File: src/rtl/core_pkg.sv
// rtl/core_pkg.sv - shared memory-op encodings and the pipeline entry record
package core_pkg;

    localparam int CORE_DATA_W = 32;
    localparam int CORE_REG_AW = 5;

    typedef enum logic [2:0] {
        MEM_NONE = 3'd0,
        MEM_LB   = 3'd1,
        MEM_LH   = 3'd2,
        MEM_LW   = 3'd3,
        MEM_SB   = 3'd4,
        MEM_SH   = 3'd5,
        MEM_SW   = 3'd6,
        MEM_RSVD = 3'd7
    } mem_op_e;

    // Constant-width record of one EX/MEM entry at the default core widths.
    typedef struct packed {
        logic                   wreg;
        logic [CORE_REG_AW-1:0] wreg_addr;
        logic [CORE_DATA_W-1:0] wreg_data;
        mem_op_e                mem_op;
        logic [CORE_DATA_W-1:0] mem_addr;
        logic [CORE_DATA_W-1:0] mem_wdata;
    } entry_t;

    // The reserved encoding behaves as "no memory access" once captured.
    function automatic logic [2:0] sanitize_op(input logic [2:0] op);
        return (op == 3'(MEM_RSVD)) ? 3'(MEM_NONE) : op;
    endfunction

    function automatic logic is_load(input logic [2:0] op);
        return (op >= 3'(MEM_LB)) && (op <= 3'(MEM_LW));
    endfunction

endpackage

File: src/rtl/pipe_entry.sv
// rtl/pipe_entry.sv - one valid bit plus payload register with load and clear
module pipe_entry #(
    parameter int W = 8
) (
    input  logic         clk,
    input  logic         rst,
    input  logic         clr_i,
    input  logic         load_i,
    input  logic         unload_i,
    input  logic [W-1:0] d_i,
    output logic         valid_o,
    output logic [W-1:0] q_o
);
    logic         valid_q;
    logic [W-1:0] data_q;

    // Clear wins over load; an unload without a reload just drops the valid bit.
    always_ff @(posedge clk) begin
        if (rst || clr_i) begin
            valid_q <= 1'b0;
            data_q  <= '0;
        end else if (load_i) begin
            valid_q <= 1'b1;
            data_q  <= d_i;
        end else if (unload_i) begin
            valid_q <= 1'b0;
        end
    end

    assign valid_o = valid_q;
    assign q_o     = data_q;

endmodule

File: src/rtl/ex_mem_skid.sv
// rtl/ex_mem_skid.sv - EX/MEM pipeline register with a skid entry and forwarding tap
module ex_mem_skid
    import core_pkg::*;
#(
    parameter int DATA_W = 32,
    parameter int REG_AW = 5
) (
    input  logic              clk,
    input  logic              rst,
    input  logic              flush,
    input  logic              in_valid,
    output logic              in_ready,
    input  logic              in_wreg,
    input  logic [REG_AW-1:0] in_wreg_addr,
    input  logic [DATA_W-1:0] in_wreg_data,
    input  logic [2:0]        in_mem_op,
    input  logic [DATA_W-1:0] in_mem_addr,
    input  logic [DATA_W-1:0] in_mem_wdata,
    output logic              out_valid,
    input  logic              out_ready,
    output logic              out_wreg,
    output logic [REG_AW-1:0] out_wreg_addr,
    output logic [DATA_W-1:0] out_wreg_data,
    output logic [2:0]        out_mem_op,
    output logic [DATA_W-1:0] out_mem_addr,
    output logic [DATA_W-1:0] out_mem_wdata,
    output logic              fwd_valid,
    output logic [REG_AW-1:0] fwd_addr,
    output logic [DATA_W-1:0] fwd_data,
    output logic              fwd_load
);
    localparam int PW = 1 + REG_AW + DATA_W + 3 + 2 * DATA_W;

    logic          main_valid, skid_valid;
    logic [PW-1:0] main_q, skid_q, main_d, in_pay;
    logic          accept, transfer, load_main, load_skid, unload_main, unload_skid;

    logic              m_wreg;
    logic [REG_AW-1:0] m_wreg_addr;
    logic [DATA_W-1:0] m_wreg_data;
    logic [2:0]        m_mem_op;
    logic [DATA_W-1:0] m_mem_addr;
    logic [DATA_W-1:0] m_mem_wdata;

    // Writes to x0 and the reserved op are neutralised before they are stored.
    assign in_pay = {in_wreg & (in_wreg_addr != '0), in_wreg_addr, in_wreg_data,
                     sanitize_op(in_mem_op), in_mem_addr, in_mem_wdata};

    // in_ready comes straight from the skid valid flop, so out_ready never reaches it.
    assign in_ready = ~skid_valid;
    assign accept   = in_valid & in_ready;
    assign transfer = main_valid & out_ready;

    // Main refills from skid when one is parked, otherwise from the input.
    always_comb begin
        load_main   = (transfer & skid_valid) | (accept & (~main_valid | transfer));
        unload_main = transfer;
        load_skid   = accept & main_valid & ~transfer;
        unload_skid = transfer & skid_valid;
        main_d      = skid_valid ? skid_q : in_pay;
    end

    pipe_entry #(.W(PW)) u_main (
        .clk      (clk),
        .rst      (rst),
        .clr_i    (flush),
        .load_i   (load_main),
        .unload_i (unload_main),
        .d_i      (main_d),
        .valid_o  (main_valid),
        .q_o      (main_q)
    );

    pipe_entry #(.W(PW)) u_skid (
        .clk      (clk),
        .rst      (rst),
        .clr_i    (flush),
        .load_i   (load_skid),
        .unload_i (unload_skid),
        .d_i      (in_pay),
        .valid_o  (skid_valid),
        .q_o      (skid_q)
    );

    assign {m_wreg, m_wreg_addr, m_wreg_data, m_mem_op, m_mem_addr, m_mem_wdata} = main_q;

    // Side-effect fields are masked when nothing is held so MEM never acts on stale data.
    assign out_valid     = main_valid;
    assign out_wreg      = main_valid & m_wreg;
    assign out_wreg_addr = m_wreg_addr;
    assign out_wreg_data = m_wreg_data;
    assign out_mem_op    = main_valid ? m_mem_op : 3'(MEM_NONE);
    assign out_mem_addr  = m_mem_addr;
    assign out_mem_wdata = m_mem_wdata;

    // Only the main entry forwards; a parked skid entry stalls EX via in_ready.
    assign fwd_valid = out_wreg;
    assign fwd_addr  = m_wreg_addr;
    assign fwd_data  = m_wreg_data;
    assign fwd_load  = fwd_valid & is_load(out_mem_op);

endmodule

File: config.mk
export PLATFORM = sky130hd
export DESIGN_NAME = ex_mem_skid
export DESIGN_NICKNAME = d
export VERILOG_FILES = /design/src/rtl/core_pkg.sv /design/src/rtl/pipe_entry.sv /design/src/rtl/ex_mem_skid.sv
export SDC_FILE = /design/constraint.sdc
export NUM_CORES = 1
export LEC_CHECK = 0
export ABC_AREA = 1
export CORE_MARGIN = 1.5
export CORE_UTILIZATION = 40
export CTS_CLUSTER_SIZE = 40
export DETAILED_ROUTE_END_ITERATION = 10
export DONT_BUFFER_PORTS = 1
export HOLD_SLACK_MARGIN = 0.03
export MAX_ROUTING_LAYER = met4
export PLACE_DENSITY = 0.59
export SYNTH_ARGS = -nofsm -noshare
export SYNTH_HDL_FRONTEND = slang
export SYNTH_HIERARCHICAL = 1
export SYNTH_SLANG_ARGS = --single-unit
File: constraint.sdc
create_clock -name clk -period 1.9 [get_ports clk]
set_input_delay 0.285 -clock clk [delete_from_list [all_inputs] [get_ports clk]]
set_output_delay 0.285 -clock clk [all_outputs]
set_load 0.005 [all_outputs]
==> results.toml <==
[grt]
grt_max_degree = 108
grt_first_pass_wirelength_um = 39800
grt_pass1_vias = 7718
antenna_found_initial = 1
grt_overflow = 0
track_usage_pct = 20.9

[synth]
yosys_warnings = 6
synth_seq_cells = 212
syn-cell-area_mm2 = 0.00912
syn_inst = 1327
synth_fp_nets = 1437
ys_types = 18
syn_avg_cell_area_um2 = 6.87
yosysSeqAreaShare_pct = 46.5

[cells_and_area]
drive_gt1_share_pct = 4.85
finalNonFillerCells = 1647
syn2layout_area_growth_pct = 18.2
mostFrequentLayoutCell = "nand2_1"
final_cell_mix = "nand2_1 (741), a21oi_1 (212), dfxtp_1 (211)"
final_nets = 1454

[sta]
maxSlewHeadroom_pct = 62.2
clock_skew_ns = 0.0127
rsz0062_at_grt = "false"
layout_min_cycle_time_ns = 1.70
max_slew.worst_pin.slew_ns = 0.567
drv_slew = 0
setup_tns_ns = 0
post-route-period-util_pct = 89.6
setup_viol = 0
hold_violations = 0
fin_ws_ns = 0.197
max_freq_mhz = 587

[flow_run]
maxCapViolCount = 0

[min_path]
hp-class = "in2reg"

[drt]
drc = 0
ant_nets = 0
wirelength_um = 24700
vias_per_cell = 4.91
routedWlPerCell_um = 15.0
via_count = 8079
drt_iter0_markers = 508
drt_pass1_iterations = 7

[floorplan]
die_x_um = 154
row_count = 55
die_y_um = 154
fp.coreArea_mm2 = 0.0225
io_pins = 256
die-area_mm2 = 0.0237
start_util_pct = 40.5

[outcome]
status = "finished, final reports clean"

[clocking]
cts_buffers = 24
clkLatencyLatePin_ns = 0.51
htreeDepth = 1
cts_tree = "built"
cts.sinks = 212
path_clk_slew_ns = 0.06
cts_buffer_depth = 3
cts_resized = 0
cts_root_buf = "clkbuf_16"

[critical_path]
r2r_slack_ns = 0.27
critPathMaxFanout = 6
endpoint_kind = "output pin"
required_ns = 1.62
arrival_ns = 1.42
cp-start-kind = "flop"
worst-setup-path-type = "reg2out"

[placement]
preCtsSetupSlack_ns = 0.298
gpl.final_weighted_congestion = 0.760
dp_hpwl_um = 13800
dp.cells = 1500
portBuffers = 0

[power]
p_leak_uw = 0.00423
ir_worst_vdd_uv = 646
p_per_area_mw_per_mm2 = 954
## routing by layer
layer	vias to the layer above	global-route usage, %	routed length (um)
li1	4134	-	-
met1	3656	25.9	11000
met2	249	34.7	11500
met3	40	4.51	1710
met4	0	4.90	439
met5	-	-	0
## cell families (layout without fill, tap and decap cells)
| kind of cell | count (synthesis) | in the layout | share of synthesized area, % |
|---|---|---|---|
| buf+inv | 146 | 180 | 10.3 |
| simple gates | 752 | 752 | 31.1 |
| other cells | 0 | 1 | 0 |
| compound gates | 217 | 217 | 12.0 |
| flops | 212 | 212 | 46.5 |
## where the power goes
group / leakage [uW] / internal, uW / switching (uW)
sequential: 0.00172 / 4530 / 77.3
combinational: 0.00209 / 310 / 441
clock: 0.000423 / 3070 / 1850
## cell type report
| type | instances | area [um2] |
|---|---|---|
| Timing Repair Buffer | 120 | 1280 |
| Tap cell | 285 | 357 |
| Inverter | 17 | 68.8 |
| Clock buffer | 34 | 729 |
| Sequential cell | 212 | 4250 |
| Fill cell | 2260 | 11700 |
| Clock inverter | 9 | 126 |
| Multi-Input combinational cell | 969 | 3960 |
| Antenna cell | 1 | 2.50 |
## cell usage after synthesis
| master | instances | share of area [%] |
|---|---|---|
| o22ai_1 | 1 | 0.069 |
| nor2_1 | 5 | 0.21 |
| nor3_2 | 1 | 0.11 |
| a21boi_0 | 3 | 0.25 |
| buf_6 | 17 | 2.1 |
| clkinv_2 | 2 | 0.11 |
| o21ai_0 | 1 | 0.055 |
| dfxtp_1 | 212 | 47 |
| clkbuf_1 | 12 | 0.49 |
| buf_2 | 46 | 2.5 |
| nor3_1 | 1 | 0.055 |
| nand2_1 | 741 | 31 |
| nand3_1 | 2 | 0.11 |
| a21oi_1 | 212 | 12 |
| inv_4 | 1 | 0.069 |
| inv_1 | 14 | 0.58 |
| buf_4 | 54 | 4.4 |
| nand2_2 | 2 | 0.14 |
## repair_timing
item                                   in CTS  in global routing
hold buffers                              103                  0
setup buffers                               0                  0
endpoints found under the hold margin     199                  0
## state kept, by name (all words and copies together) (netlist names)
signal / cells
u_main/q_o: 105
u_main/valid_o: 1
u_skid/q_o: 105
u_skid/valid_o: 1
## critical path, cell delays in order (launching register included)
cell     delay, ns
dfxtp_1       0.36
buf_4         0.18
nand2_1       0.10
nor3_1        0.26
## stage by stage
stage	power (uW)	utilization [%]	hold slack (ns)	cell area [um2]
floorplan	5150	-	0.432	9120
global placement	5250	39.5	0.435	8890
detailed placement	5260	39.5	0.439	8890
CTS	10400	47.9	0.0305	10800
global route	10700	47.9	0.0504	10800
finish	10300	47.9	0.0405	10800
## path summary, 6_finish.rpt
path	start	end	cells after the start
worst min register to register	u_skid/q_o[83]	u_skid/q_o[83]	2
worst min-delay path	in_mem_addr[27]	u_main/q_o[59]	4
worst max-delay path	u_main/valid_o	fwd_load	3
worst max register to register	u_skid/valid_o	u_main/q_o[71]	6
(Power assumes the default switching activity.)
